### src/rtl/riscv_trace_pkg.sv
// riscv_trace_pkg: shared event types and control-nop encoding for the trace monitor
package riscv_trace_pkg;
  typedef enum logic [1:0] {EVT_EXIT = 2'd0, EVT_REPORT = 2'd1, EVT_PUTC = 2'd2} evt_type_e;
  localparam int K_EXIT_DEF = 1;
  localparam int K_REPORT_DEF = 2;
  localparam int K_PUTC_DEF = 4;
  function automatic logic [31:0] ctrl_insn(input int k);
    return {k[11:0], 5'd0, 3'b000, 5'd0, 7'h13};
  endfunction
endpackage

### src/rtl/riscv_trace_core_slice.sv
// riscv_trace_core_slice: per-core x3 shadow, control-nop decode, RUN/TERM FSM and 1-entry event slot
module riscv_trace_core_slice
  import riscv_trace_pkg::*;
#(
  parameter int XLEN = 32,
  parameter int K_EXIT = K_EXIT_DEF,
  parameter int K_REPORT = K_REPORT_DEF,
  parameter int K_PUTC = K_PUTC_DEF
) (
  input  logic            clk,
  input  logic            rst_n,
  input  logic            valid,
  input  logic [31:0]     insn,
  input  logic            wben,
  input  logic [4:0]      wbreg,
  input  logic [XLEN-1:0] wbdata,
  input  logic            drain,
  output logic            full,
  output evt_type_e       slot_type,
  output logic [XLEN-1:0] slot_data,
  output logic            term,
  output logic [XLEN-1:0] exit_code,
  output logic            overflow
);
  typedef enum logic {RUN, TERM} state_e;
  state_e state, state_nx;
  logic [XLEN-1:0] x3;
  logic run, is_exit, is_rep, is_putc, evt, load, drop;
  evt_type_e evt_t;
  assign run = state == RUN;
  assign is_exit = run & valid & (insn == ctrl_insn(K_EXIT));
  assign is_rep = run & valid & (insn == ctrl_insn(K_REPORT));
  assign is_putc = run & valid & (insn == ctrl_insn(K_PUTC));
  assign evt = is_exit | is_rep | is_putc;
  assign evt_t = is_exit ? EVT_EXIT : is_rep ? EVT_REPORT : EVT_PUTC;
  // an exit always lands in the slot; other events only if it is free or draining now
  assign load = evt & (!full | drain | is_exit);
  assign drop = evt & full & !drain;
  assign term = state == TERM;
  // state register
  always_ff @(posedge clk or negedge rst_n)
    if (!rst_n) state <= RUN;
    else state <= state_nx;
  // next state: the first exit retirement terminates the core for good
  always_comb begin
    state_nx = state;
    if (is_exit) state_nx = TERM;
  end
  // x3 shadow, event slot, overflow and exit code capture
  always_ff @(posedge clk or negedge rst_n)
    if (!rst_n) begin
      x3 <= '0;
      full <= 1'b0;
      slot_type <= EVT_EXIT;
      slot_data <= '0;
      overflow <= 1'b0;
      exit_code <= '0;
    end else begin
      if (run & valid & wben & (wbreg == 5'd3)) x3 <= wbdata;
      if (load) begin
        full <= 1'b1;
        slot_type <= evt_t;
        slot_data <= x3;
      end else if (drain) full <= 1'b0;
      if (drop) overflow <= 1'b1;
      if (is_exit) exit_code <= x3;
    end
endmodule

### src/rtl/riscv_trace_event_monitor.sv
// riscv_trace_event_monitor: multi-core trace monitor with RR event stream, termination, cycle counter and timeout
module riscv_trace_event_monitor
  import riscv_trace_pkg::*;
#(
  parameter int NUM_CORES = 8,
  parameter int XLEN = 32,
  parameter int CNT_W = 48,
  parameter longint unsigned TIMEOUT_CYCLES = 0,
  parameter int K_EXIT = K_EXIT_DEF,
  parameter int K_REPORT = K_REPORT_DEF,
  parameter int K_PUTC = K_PUTC_DEF,
  localparam int CW = NUM_CORES > 1 ? $clog2(NUM_CORES) : 1
) (
  input  logic                      clk,
  input  logic                      rst_n,
  input  logic [NUM_CORES-1:0]      trace_valid,
  input  logic [NUM_CORES*32-1:0]   trace_insn,
  input  logic [NUM_CORES-1:0]      trace_wben,
  input  logic [NUM_CORES*5-1:0]    trace_wbreg,
  input  logic [NUM_CORES*XLEN-1:0] trace_wbdata,
  output logic                      evt_valid,
  input  logic                      evt_ready,
  output logic [CW-1:0]             evt_core,
  output logic [1:0]                evt_type,
  output logic [XLEN-1:0]           evt_data,
  output logic [NUM_CORES-1:0]      termination,
  output logic [NUM_CORES*XLEN-1:0] exit_code,
  output logic                      all_terminated,
  output logic [NUM_CORES-1:0]      overflow,
  output logic [CNT_W-1:0]          cycle_count,
  output logic                      timeout
);
  logic [NUM_CORES-1:0] full, drain;
  evt_type_e st [NUM_CORES];
  logic [XLEN-1:0] sd [NUM_CORES];
  logic [CW-1:0] ptr, lidx, pick, grant;
  logic [CW:0] idx;
  logic locked, found, hs, hit, timeout_q;
  for (genvar g = 0; g < NUM_CORES; g++) begin : g_core
    riscv_trace_core_slice #(.XLEN(XLEN), .K_EXIT(K_EXIT), .K_REPORT(K_REPORT), .K_PUTC(K_PUTC)) u_slice (
      .clk(clk), .rst_n(rst_n),
      .valid(trace_valid[g]), .insn(trace_insn[g*32+:32]), .wben(trace_wben[g]),
      .wbreg(trace_wbreg[g*5+:5]), .wbdata(trace_wbdata[g*XLEN+:XLEN]),
      .drain(drain[g]), .full(full[g]), .slot_type(st[g]), .slot_data(sd[g]),
      .term(termination[g]), .exit_code(exit_code[g*XLEN+:XLEN]), .overflow(overflow[g])
    );
  end
  // round-robin search for the first full slot starting at the priority pointer
  always_comb begin
    pick = ptr;
    found = 1'b0;
    idx = '0;
    for (int k = 0; k < NUM_CORES; k++) begin
      idx = {1'b0, ptr} + (CW+1)'(k);
      idx = idx >= (CW+1)'(NUM_CORES) ? idx - (CW+1)'(NUM_CORES) : idx;
      if (!found && full[idx[CW-1:0]]) begin
        found = 1'b1;
        pick = idx[CW-1:0];
      end
    end
  end
  // a stalled grant stays locked so a newly filled slot cannot change the outputs
  assign grant = locked ? lidx : pick;
  assign evt_valid = |full;
  assign evt_core = grant;
  assign evt_type = st[grant];
  assign evt_data = sd[grant];
  assign hs = evt_valid & evt_ready;
  assign drain = hs ? NUM_CORES'(1) << grant : '0;
  assign hit = rst_n && (TIMEOUT_CYCLES != 0) && !all_terminated && (cycle_count == CNT_W'(TIMEOUT_CYCLES - 1));
  assign timeout = timeout_q | hit;
  // arbiter pointer/lock, termination summary, cycle counter and sticky timeout
  always_ff @(posedge clk or negedge rst_n)
    if (!rst_n) begin
      ptr <= '0;
      locked <= 1'b0;
      lidx <= '0;
      all_terminated <= 1'b0;
      cycle_count <= '0;
      timeout_q <= 1'b0;
    end else begin
      if (hs) ptr <= grant == CW'(NUM_CORES - 1) ? '0 : grant + 1'b1;
      locked <= evt_valid & !evt_ready;
      lidx <= grant;
      all_terminated <= &termination;
      if (!all_terminated && cycle_count != '1) cycle_count <= cycle_count + 1'b1;
      timeout_q <= timeout_q | hit;
    end
endmodule

### config.mk
export PLATFORM = sky130hd
export DESIGN_NAME = riscv_trace_event_monitor
export DESIGN_NICKNAME = d
export VERILOG_FILES = /design/src/rtl/riscv_trace_pkg.sv /design/src/rtl/riscv_trace_core_slice.sv /design/src/rtl/riscv_trace_event_monitor.sv
export SDC_FILE = /design/constraint.sdc
export NUM_CORES = 1
export LEC_CHECK = 0
export CORE_AREA = 2 2 362 364
export DETAILED_ROUTE_END_ITERATION = 7
export DIE_AREA = 0 0 364 366
export PLACE_DENSITY = 0.5
export SYNTH_ARGS = -nofsm -noshare
export SYNTH_HDL_FRONTEND = slang
export SYNTH_SLANG_ARGS = --single-unit
### constraint.sdc
create_clock -name clk -period 6.7 [get_ports clk]
set_clock_uncertainty 0.1 [all_clocks]
set_input_delay 0.67 -clock clk [delete_from_list [all_inputs] [get_ports clk]]
set_output_delay 0.67 -clock clk [all_outputs]
set_load 0.01 [all_outputs]
==> flow_summary.yaml <==
floorplan:
  ios: 931
  die_h_um: 366
  rows: 132
  initial_core_util_pct: 28.7
  core_area_um2: 129000
  dieArea_um2: 133000
  die-width_um: 364
timing:
  relSlewSlack_pct: 28.6
  period_minus_slack_ns: 6.50
  max_freq_mhz: 154
  tightest_slew_ns: 1.07
  setup_viol: 0
  final_hold_viol_count: 0
  fin_crit_sh_pct: 96.9
  slew_viol_final: 0
  setup_slack_ns: 0.204
  hold_slack_ns: 0.372
global_route:
  grt_most_used_layer: "met2"
  groute.layer.met3.usage_pct: 5.47
  grt.overflow.total: 0
  antenna_found_initial: 34
  grt_max_degree: 168
  grt.total_usage_pct: 22.5
  grt_pass1_vias: 27500
  grt_pass1_wl_um: 213000
  met1_usage_pct: 27.9
  grtUsageMet2_pct: 39.0
setup_path:
  crit_slowest_cell: "clkdlybuf4s50_1"
  path_cells: "inv_1, ha_2, mux2i_1, mux4_2, a32oi_2, o21ai_1, a211o_1, o211a_1, or2_1, inv_1, nor2_4, a32oi_1, and3_1, clkdlybuf4s50_1"
  critPathMostFrequentCell: "inv_1"
  start_kind: "flip-flop"
  crit_start: "ptr[0]$_DFFE_PN0P_"
  reg2reg_slack_ns: 1.20
  critPathMaxStageDelay_ns: 0.60
  critical_path_class: "flip-flop to primary output"
  crit_path_end_kind: "primary output"
  reg2reg_from: "ptr[0]$_DFFE_PN0P_"
  cp_max_fo: 16
  critPathRequiredTime_ns: 5.93
  crit_arrival_ns: 5.73
placement:
  pre_cts_ws_ns: 0.780
  port_buffers: 929
  dp_hpwl_um: 118000
  globalplace.congestion: 0.881
hold_path:
  worstHoldStart: "g_core[1].u_slice.overflow$_DFFE_PN0P_"
  hold_path.class: "flip-flop to flip-flop"
cells_and_area:
  final_nets: 4265
  area_delta_synth_final_pct: 40.6
  drive_gt1_share_pct: 28.2
  n_fill_cell: 12400
logic_synthesis:
  synth_area_um2: 37000
  synth_nets: 3313
  synthCells: 2738
  yosys-top-cells-count: "dfrtp_1 (864), mux2_2 (740), nand2_1 (262)"
  synth-seq-cells: 864
  seq_area_frac_synth_pct: 58.4
  synth_cell_type_count: 79
  synth_top_area_share_pct: 58.4
  yosysMostFrequentCell: "dfrtp_1"
  synthFlopType: "dfrtp_1"
  synthTopCellsByArea: "dfrtp_1 (58%), mux2_2 (23%), nand2_1 (2.7%)"
  synth_area_leader_cell: "dfrtp_1"
  ys_warn_count: 0
  synth_edf_count: 0
  async_flop_share_pct: 100
  postSynthAreaPerCell_um2: 13.5
pwr:
  power.share.sequential_pct: 30.1
  pwr_density_cell_nw_per_um2: 366
  p_int_mw: 11.6
  combPwrFrac_pct: 39.9
  sw_frac_of_total_pct: 39.2
  switching_power_mw: 7.47
  power.share.clock_pct: 30.0
  total_power_mw: 19.0
  ir_drop_mv: 1.20
  p_leak_nw: 23.7
clock_tree:
  cts_tree: "done"
  cts.sinks: 864
  clockRootBuffer: "clkbuf_16"
  cts.path.max_buffers: 3
  htree_num_levels: 3
  clk_pin_slew_worst_paths_ns: 0.06
  tritoncts.num_buffers: 102
  insertion_delay_ns: 0.70
  post-cts-setup-buffers: 0
drt:
  drc: 0
  dr.pass1.iters: 5
  wl_per_cell_um: 27.7
  final_antenna_net_count: 0
  drt_iter0_drc: 1621
  num_vias: 26600
  vias_per_cell: 4.81
  drt-total-wl_um: 153000
status:
  status: "finished clean"
flow_run:
  max-cap-violations: 0
## timing repair
item                       4_1_cts  5_1_grt
hold buffers                     1        0
setup endpoints to repair        0       10
hold endpoints to repair        80        0
gates resized for setup          0        3
## worst max-delay path, delay by kind of cell (launching register included)
kind,cells,cell delay [ns]
AO/OA/AOI/OAI,5,1.63
adder cells (fa/ha/maj),1,0.58
buffers and inverters,3,1.01
flip-flops,1,0.34
multiplexers,2,0.70
AND/OR/NAND/NOR,3,0.76
## sequential cells by signal, indices dropped and copies added, names as in the netlist
signal	cells
g_core.u_slice.term	8
all_terminated	1
g_core.u_slice.full	8
g_core.u_slice.overflow	8
g_core.u_slice.exit_code	256
g_core.u_slice.slot_type	16
lidx	3
g_core.u_slice.slot_data	256
g_core.u_slice.x3	256
ptr	3
cycle_count	48
locked	1
## path summary, 6_finish.rpt
| check | to | cells after the start |
|---|---|---|
| worst max-delay path | evt_data[26] | 14 |
| worst min-delay path | g_core[1].u_slice.overflow$_DFFE_PN0P_ | 1 |
| worst max register to register | g_core[6].u_slice.slot_data[5]$_DFFE_PN0P_ | 16 |
| worst min register to register | g_core[1].u_slice.overflow$_DFFE_PN0P_ | 1 |
| max in group asynchronous | g_core[2].u_slice.slot_data[8]$_DFFE_PN0P_ | 3 |
| min in group asynchronous | g_core[4].u_slice.term$_DFFE_PN0P_ | 2 |
## cell type report
| type | instances | area, um2 | share of cell area, % |
|---|---|---|---|
| antenna | 6 | 15.0 | 0.0288 |
| tap | 1742 | 2180 | 4.19 |
| clock buffer | 155 | 3060 | 5.88 |
| clock inverter | 31 | 388 | 0.745 |
| inverter | 23 | 93.8 | 0.180 |
| multi-input combinational | 1700 | 14700 | 28.3 |
| sequential | 864 | 21600 | 41.5 |
| timing repair buffer | 999 | 9970 | 19.2 |
## power by group through the flow
| stage | Sequential, mW | Clock, mW | Combinational, mW |
|---|---|---|---|
| 2_1_floorplan | 5.65 | 0 | 3.05 |
| 3_3_place_gp | 5.83 | 0 | 7.71 |
| 3_5_place_dp | 5.83 | 0 | 7.75 |
| 4_1_cts | 5.73 | 5.87 | 7.77 |
| 5_1_grt | 5.75 | 6.08 | 8.04 |
| 6_report | 5.73 | 5.71 | 7.59 |
## cells in the final DEF, fill, tap and decap left out, drive strengths merged, types with 26 or more instances in the layout
master,count
clkdlybuf4s50,919
dfrtp,864
mux2,772
nand2,263
clkbuf,155
nand3,95
buf,79
nor2,56
and3,51
mux2i,50
xnor2,42
nand4,35
a32oi,35
nor4b,34
o21ai,31
nor4,27
inv,26
## per-layer routing
| metal | up-vias | share of wire, % | routed length (um) |
|---|---|---|---|
| met5 | - | 0.075 | 115 |
| met4 | 18 | 2.4 | 3630 |
| met3 | 189 | 6.1 | 9290 |
| met2 | 817 | 50 | 77000 |
| met1 | 13700 | 41 | 63000 |
| li1 | 11800 | - | - |
## per-stage QoR
stage	TNS (ns)	instances	area [um2]	utilization, %
detailed placement	0	5326	48600	37.6
floorplan	0	2738	37000	-
CTS	0	5513	52000	40.3
finish	0	5520	52100	40.4
global placement	0	5326	48600	37.6
global route	-0.00560	5517	52000	40.3
## cell families after synthesis
| kind of cell | count (synthesis) | synth area share (%) |
|---|---|---|
| flops | 864 | 58.4 |
| mux | 832 | 25.7 |
| simple gates | 647 | 8.85 |
| buf+inv | 175 | 2.26 |
| compound gates | 158 | 3.27 |
| xor+xnor | 57 | 1.35 |
| fa+ha+maj | 4 | 0.135 |
| other cells | 1 | 0.0101 |
Power figures use the tool's default switching activity.
